===== config.mk =====
export PLATFORM = sky130hd
export DESIGN_NAME = mips_imem_loader
export DESIGN_NICKNAME = d
export VERILOG_FILES = /design/src/rtl/mips_isa_pkg.sv /design/src/rtl/mips_instr_encoder.sv /design/src/rtl/mips_imem_loader.sv
export SDC_FILE = /design/constraint.sdc
export NUM_CORES = 1
export LEC_CHECK = 0
export ABC_AREA = 0
export ABC_CLOCK_PERIOD_IN_PS = 3520
export CORE_MARGIN = 5
export CORE_UTILIZATION = 40
export CTS_BUF_LIST = sky130_fd_sc_hd__clkbuf_16
export CTS_CLUSTER_DIAMETER = 60
export DETAILED_ROUTE_END_ITERATION = 8
export PLACE_DENSITY = 0.75
export SYNTH_ARGS = -nofsm -noshare
export SYNTH_HDL_FRONTEND = slang
export SYNTH_HIERARCHICAL = 1
export SYNTH_SLANG_ARGS = --single-unit

===== constraint.sdc =====
create_clock -name clk -period 3.52 [get_ports clk]
set_clock_uncertainty 0.2 [all_clocks]
set_input_delay 0.352 -clock clk [delete_from_list [all_inputs] [get_ports clk]]
set_output_delay 0.352 -clock clk [all_outputs]
set_load 0.01 [all_outputs]

===== src/rtl/mips_isa_pkg.sv =====
// rtl/mips_isa_pkg.sv - MIPS opcode constants, instruction-kind and loader-state enums
package mips_isa_pkg;

  localparam logic [5:0] OP_R    = 6'b000000;
  localparam logic [5:0] OP_J    = 6'b000010;
  localparam logic [5:0] OP_JAL  = 6'b000011;
  localparam logic [5:0] OP_LW   = 6'b100011;
  localparam logic [5:0] OP_SW   = 6'b101011;
  localparam logic [5:0] OP_BEQ  = 6'b000100;
  localparam logic [5:0] OP_ADDI = 6'b001000;
  localparam logic [5:0] OP_ORI  = 6'b001101;

  typedef enum logic [2:0] {
    KIND_R    = 3'd0,
    KIND_J    = 3'd1,
    KIND_LW   = 3'd2,
    KIND_SW   = 3'd3,
    KIND_BEQ  = 3'd4,
    KIND_ADDI = 3'd5,
    KIND_ORI  = 3'd6,
    KIND_JAL  = 3'd7
  } instr_kind_e;

  typedef enum logic [1:0] {
    ST_IDLE  = 2'd0,
    ST_LOAD  = 2'd1,
    ST_FLUSH = 2'd2,
    ST_DONE  = 2'd3
  } loader_state_e;

endpackage


===== src/rtl/mips_instr_encoder.sv =====
// rtl/mips_instr_encoder.sv - combinational field-to-word MIPS instruction encoder
module mips_instr_encoder
  import mips_isa_pkg::*;
(
  input  logic [2:0]  kind_i,
  input  logic [4:0]  rs_i,
  input  logic [4:0]  rt_i,
  input  logic [4:0]  rd_i,
  input  logic [4:0]  shamt_i,
  input  logic [5:0]  funct_i,
  input  logic [15:0] imm_i,
  input  logic [25:0] target_i,
  output logic [31:0] word_o
);

  always_comb begin
    word_o = '0;
    case (instr_kind_e'(kind_i))
      KIND_R:    word_o = {OP_R, rs_i, rt_i, rd_i, shamt_i, funct_i};
      KIND_J:    word_o = {OP_J, target_i};
      KIND_JAL:  word_o = {OP_JAL, target_i};
      KIND_LW:   word_o = {OP_LW, rs_i, rt_i, imm_i};
      KIND_SW:   word_o = {OP_SW, rs_i, rt_i, imm_i};
      KIND_BEQ:  word_o = {OP_BEQ, rs_i, rt_i, imm_i};
      KIND_ADDI: word_o = {OP_ADDI, rs_i, rt_i, imm_i};
      KIND_ORI:  word_o = {OP_ORI, rs_i, rt_i, imm_i};
      default:   word_o = '0;
    endcase
  end

endmodule


===== src/rtl/mips_imem_loader.sv =====
// rtl/mips_imem_loader.sv - assembles instructions into imem, holds core in reset until done; LOADER_CHECKSUM_EN adds XOR checksum
module mips_imem_loader
  import mips_isa_pkg::*;
#(
  parameter int                DEPTH     = 256,
  parameter int                ADDR_W    = 32,
  parameter logic [ADDR_W-1:0] BASE_ADDR = '0,
  localparam int               CNT_W     = $clog2(DEPTH + 1)
) (
  input  logic              clk,
  input  logic              reset,
  input  logic              start,
  input  logic              in_valid,
  output logic              in_ready,
  input  logic              in_last,
  input  logic [2:0]        in_kind,
  input  logic [4:0]        in_rs,
  input  logic [4:0]        in_rt,
  input  logic [4:0]        in_rd,
  input  logic [4:0]        in_shamt,
  input  logic [5:0]        in_funct,
  input  logic [15:0]       in_imm,
  input  logic [25:0]       in_target,
  output logic              imem_we,
  output logic [ADDR_W-1:0] imem_addr,
  output logic [31:0]       imem_wdata,
  output logic              cpu_reset,
  output logic              done,
  output logic              err,
`ifdef LOADER_CHECKSUM_EN
  output logic [31:0]       checksum,
`endif
  output logic [CNT_W-1:0]  word_count
);

  localparam logic [CNT_W-1:0] DEPTH_C = CNT_W'(DEPTH);

  loader_state_e     state_q, state_d;
  logic [CNT_W-1:0]  index_q, index_d;
  logic [CNT_W-1:0]  wc_q, wc_d;
  logic              we_q, we_d;
  logic [ADDR_W-1:0] addr_q, addr_d;
  logic [31:0]       wdata_q, wdata_d;
  logic              err_q, err_d;
  logic [31:0]       enc_word;
  logic              full;
  logic              accept;

  mips_instr_encoder u_encoder (
    .kind_i   (in_kind),
    .rs_i     (in_rs),
    .rt_i     (in_rt),
    .rd_i     (in_rd),
    .shamt_i  (in_shamt),
    .funct_i  (in_funct),
    .imm_i    (in_imm),
    .target_i (in_target),
    .word_o   (enc_word)
  );

  // Capacity is judged on accepted words; word_count lags by the write stage.
  assign full     = (index_q == DEPTH_C);
  assign in_ready = (state_q == ST_LOAD) && !full;
  assign accept   = in_valid && in_ready;

  always_comb begin
    state_d = state_q;
    index_d = index_q;
    wc_d    = we_q ? wc_q + CNT_W'(1) : wc_q;
    we_d    = 1'b0;
    addr_d  = addr_q;
    wdata_d = wdata_q;
    err_d   = err_q;
    case (state_q)
      ST_IDLE, ST_DONE: begin
        if (start) begin
          state_d = ST_LOAD;
          index_d = '0;
          wc_d    = '0;
          err_d   = 1'b0;
        end
      end
      ST_LOAD: begin
        if (accept) begin
          we_d    = 1'b1;
          addr_d  = BASE_ADDR + ADDR_W'({index_q, 2'b00});
          wdata_d = enc_word;
          index_d = index_q + CNT_W'(1);
          if (in_last) state_d = ST_FLUSH;
        end else if (full && in_valid) begin
          err_d   = 1'b1;
          state_d = ST_DONE;
        end
      end
      ST_FLUSH: state_d = ST_DONE;
      default:  state_d = ST_IDLE;
    endcase
  end

  always_ff @(posedge clk) begin
    if (reset) begin
      state_q <= ST_IDLE;
      index_q <= '0;
      wc_q    <= '0;
      we_q    <= 1'b0;
      addr_q  <= BASE_ADDR;
      wdata_q <= '0;
      err_q   <= 1'b0;
    end else begin
      state_q <= state_d;
      index_q <= index_d;
      wc_q    <= wc_d;
      we_q    <= we_d;
      addr_q  <= addr_d;
      wdata_q <= wdata_d;
      err_q   <= err_d;
    end
  end

`ifdef LOADER_CHECKSUM_EN
  logic [31:0] chk_q, chk_d;

  always_comb begin
    chk_d = chk_q;
    if ((state_q == ST_IDLE || state_q == ST_DONE) && start) chk_d = '0;
    else if (we_q) chk_d = chk_q ^ wdata_q;
  end

  always_ff @(posedge clk) begin
    if (reset) chk_q <= '0;
    else       chk_q <= chk_d;
  end

  assign checksum = chk_q;
`endif

  // A start seen in DONE re-asserts core reset in the same cycle.
  assign done       = (state_q == ST_DONE) && !start;
  assign cpu_reset  = !done;
  assign imem_we    = we_q;
  assign imem_addr  = addr_q;
  assign imem_wdata = wdata_q;
  assign err        = err_q;
  assign word_count = wc_q;

endmodule


==> out/qor.yml <==
hold_path:
  hp-class: "reg -> reg"
  holdPathEnd: "imem_wdata[20]"
  holdCritStartpoint: "imem_wdata[20]"
  whs_path_depth: 2
placed_design:
  place_ws_ps: 650
  gp_congestion: 0.872
  place_hpwl_mm: 7.91
  placed_area_um2: 5060
  io_buffers: 130
synthesis:
  synthTopCellsByArea: "dfxtp_1, nand2_1, a21oi_1"
  ys_ff_latch: 63
  synthTopCellsByCount: "nand2_1, dfxtp_1, a21oi_1"
  synth-warning-count: 6
  synthesis.area_um2: 3840
  synth_largest_area_cell: "dfxtp_1"
  yosys.area.top_type_share_pct: 32.9
  async_reset_ff_share_pct: 0
  yosysSeqAreaShare_pct: 32.9
  syn_inst: 475
  synth_edf_count: 0
  avgSynthCellArea_um2: 8.08
  synth_flop_cell: "dfxtp_1"
  yosysMostFrequentCell: "nand2_1"
  synth_cell_types: 49
clock_network:
  clkTransAtPathRegs_ps: 50
  htree_levels: 3
  cts_tree: "yes"
  cts_hold_buf: 0
  post_cts_resized: 0
  clock_sinks: 63
  clockBufferDepth: 2
  cts_buffers: 9
  ctsRootBufferMaster: "clkbuf_16"
  cts_setup_buffers: 0
  insertion_delay_ps: 320
detailed_routing:
  vias: 3632
  drt-initial-drc-count: 167
  firstDrtPassIters: 4
  postRouteAntennaNets: 0
  wl_per_cell_um: 14.8
  drc: 0
  routed_wirelength_mm: 10.7
  vias_per_cell: 5.04
die:
  placementRows: 35
  die_h_um: 108
  die_area_um2: 11700
  die_x_um: 108
  initial_core_util_pct: 41.3
  fp.coreArea_um2: 9280
  ios: 154
global_route:
  grt-ovfl-total: 0
  grt_pass1_wl_mm: 17.0
  antenna_found_initial: 0
  grt_use_total_pct: 18.1
  grt_pass1_vias: 3531
  grt_max_degree: 52
run:
  cap_violations: 0
worst_setup_path:
  crit_chain: "inv_1 -> ha_1 -> or4b_4 -> nor2_1 -> nor2_1 -> clkdlybuf4s50_1"
  rr_endpoint: "imem_wdata[26]"
  reg2reg_depth: 6
  cp-end-kind: "primary output"
  cp_top_family: "simple AND/OR/NAND/NOR gates"
  critPathRequiredTime_ps: 2970
  r2r_start: "state_q[0]"
  start_kind: "register"
  cp_num_buf_inv: 2
  cpMostUsedCell: "nor2_1"
  slowest_stage: "or4b_4"
  max_stage_delay_ps: 510
  path_max_fanout: 6
  crit_type: "reg -> out"
  cp_data_arrival_time_ps: 2180
  r2r_slack_ps: 830
cells_and_area:
  layout-drive-gt1-share_pct: 8.61
  multiInputGateArea_um2: 2270
  fin_nets: 669
  stdcell_area_um2: 5370
  regArea_um2: 1260
  fillers: 851
  area_growth_pct: 39.9
  n_antenna_cell: 0
sta:
  hold_viol: 0
  fin_crit_sh_pct: 77.6
  clock.fmax_ghz: 0.366
  slew_headroom_pct: 36.7
  rsz0062_at_grt: "false"
  whs_ps: 254
  worstMarginPinSlew_ps: 950
  min_period_ps: 2730
  setup_tns_ps: 0
  worst_slack_ps: 789
  setup_viol: 0
  slew_viol_final: 0
power:
  power.density_nw_per_um2: 467
  internal_power_uw: 1740
  vdd.ir_drop.worst_mv: 0.298
  power_frac_seq_pct: 32.6
  clkPwrFrac_pct: 36.9
  sw_frac_of_total_pct: 30.6
  comb_power_share_pct: 30.5
  p_total_uw: 2510
  p_leak_uw: 0.00205
  p_switching_uw: 767
run_status:
  status: "finished clean"
## kinds of logic after synthesis
logic type	after synthesis	share of synthesized area (%)
and+or+nand+nor	193	24.4
AOI/OAI and AO/OA	105	17.8
buffers and inverters	64	10.6
DFF	63	32.9
muxes	34	10.2
xor gates and xnor gates	8	2.02
adders and majority gates	6	1.96
other	2	0.196
## cells in the final DEF (no fill, tap or decap), types with 2 or more instances in the layout
cell type        instances
clkdlybuf4s50_1        129
nand2_1                 97
dfxtp_1                 63
a21oi_1                 51
conb_1                  24
mux2i_1                 23
nand3_1                 20
and3_1                  18
nor2b_1                 18
nor2_1                  13
o21ai_1                 13
o21ai_0                 11
o211ai_2                10
mux2_4                  10
clkbuf_16                9
inv_1                    8
nand2b_1                 8
xor2_1                   6
ha_1                     6
buf_4                    6
o211ai_1                 6
nand4_1                  5
or3_1                    3
or4b_4                   2
nor4b_1                  2
a21o_1                   2
clkinv_2                 2
clkinvlp_4               2
bufinv_16                2
## power groups by stage
stage	combinational [uW]	sequential [uW]	clock, uW
5_1_grt	844	825	987
6_report	766	817	927
3_5_place_dp	770	832	0
4_1_cts	773	817	946
3_3_place_gp	752	828	0
2_1_floorplan	486	846	0
## worst min-delay path, stage by stage, from the launching register on
cell,delay (ps)
dfxtp_1,300
nand2_1,50
a21oi_1,50
## flip-flops by register name, summed over array words and instances (netlist names)
| register | cells |
|---|---|
| imem_addr | 9 |
| err | 1 |
| imem_we | 1 |
| index_q | 9 |
| word_count | 9 |
| state_q | 2 |
| imem_wdata | 32 |
## stage by stage
step	cells	utilization, %
CTS	721	57.8
floorplan	497	-
detailed placement	705	54.5
global placement	705	54.5
finish	721	57.8
global route	721	57.8
## cell type report
class,count,area share (%)
flip-flops and latches,63,23.5
clock buffers,9,4.19
well taps,129,3.01
repair buffers,136,25.0
inverters,7,0.489
multi-input cells,370,42.2
clock inverters,7,1.65
## routing by layer
| layer | up-vias | part of all wire (%) | wire length (um) | track usage [%] |
|---|---|---|---|---|
| li1 | 1813 | - | - | - |
| met1 | 1693 | 39 | 4210 | 20.9 |
| met2 | 115 | 52 | 5520 | 32.1 |
| met3 | 11 | 7.4 | 785 | 5.55 |
| met4 | 0 | 1.5 | 160 | 5.59 |
| met5 | - | 0 | 0 | 0 |
## worst max path at each step
stage                     depth (start not counted)              to  startpoint
after floorplan                                   9      index_q[7]  state_q[0]
after global placement                            6  imem_wdata[15]  in_kind[1]
after detailed placement                          6   imem_wdata[7]  in_kind[1]
after CTS                                         6        in_ready  index_q[0]
after global routing                              6  imem_wdata[29]  state_q[0]
final                                             6        in_ready  index_q[0]
No activity file was read; power rests on OpenSTA's default activity.
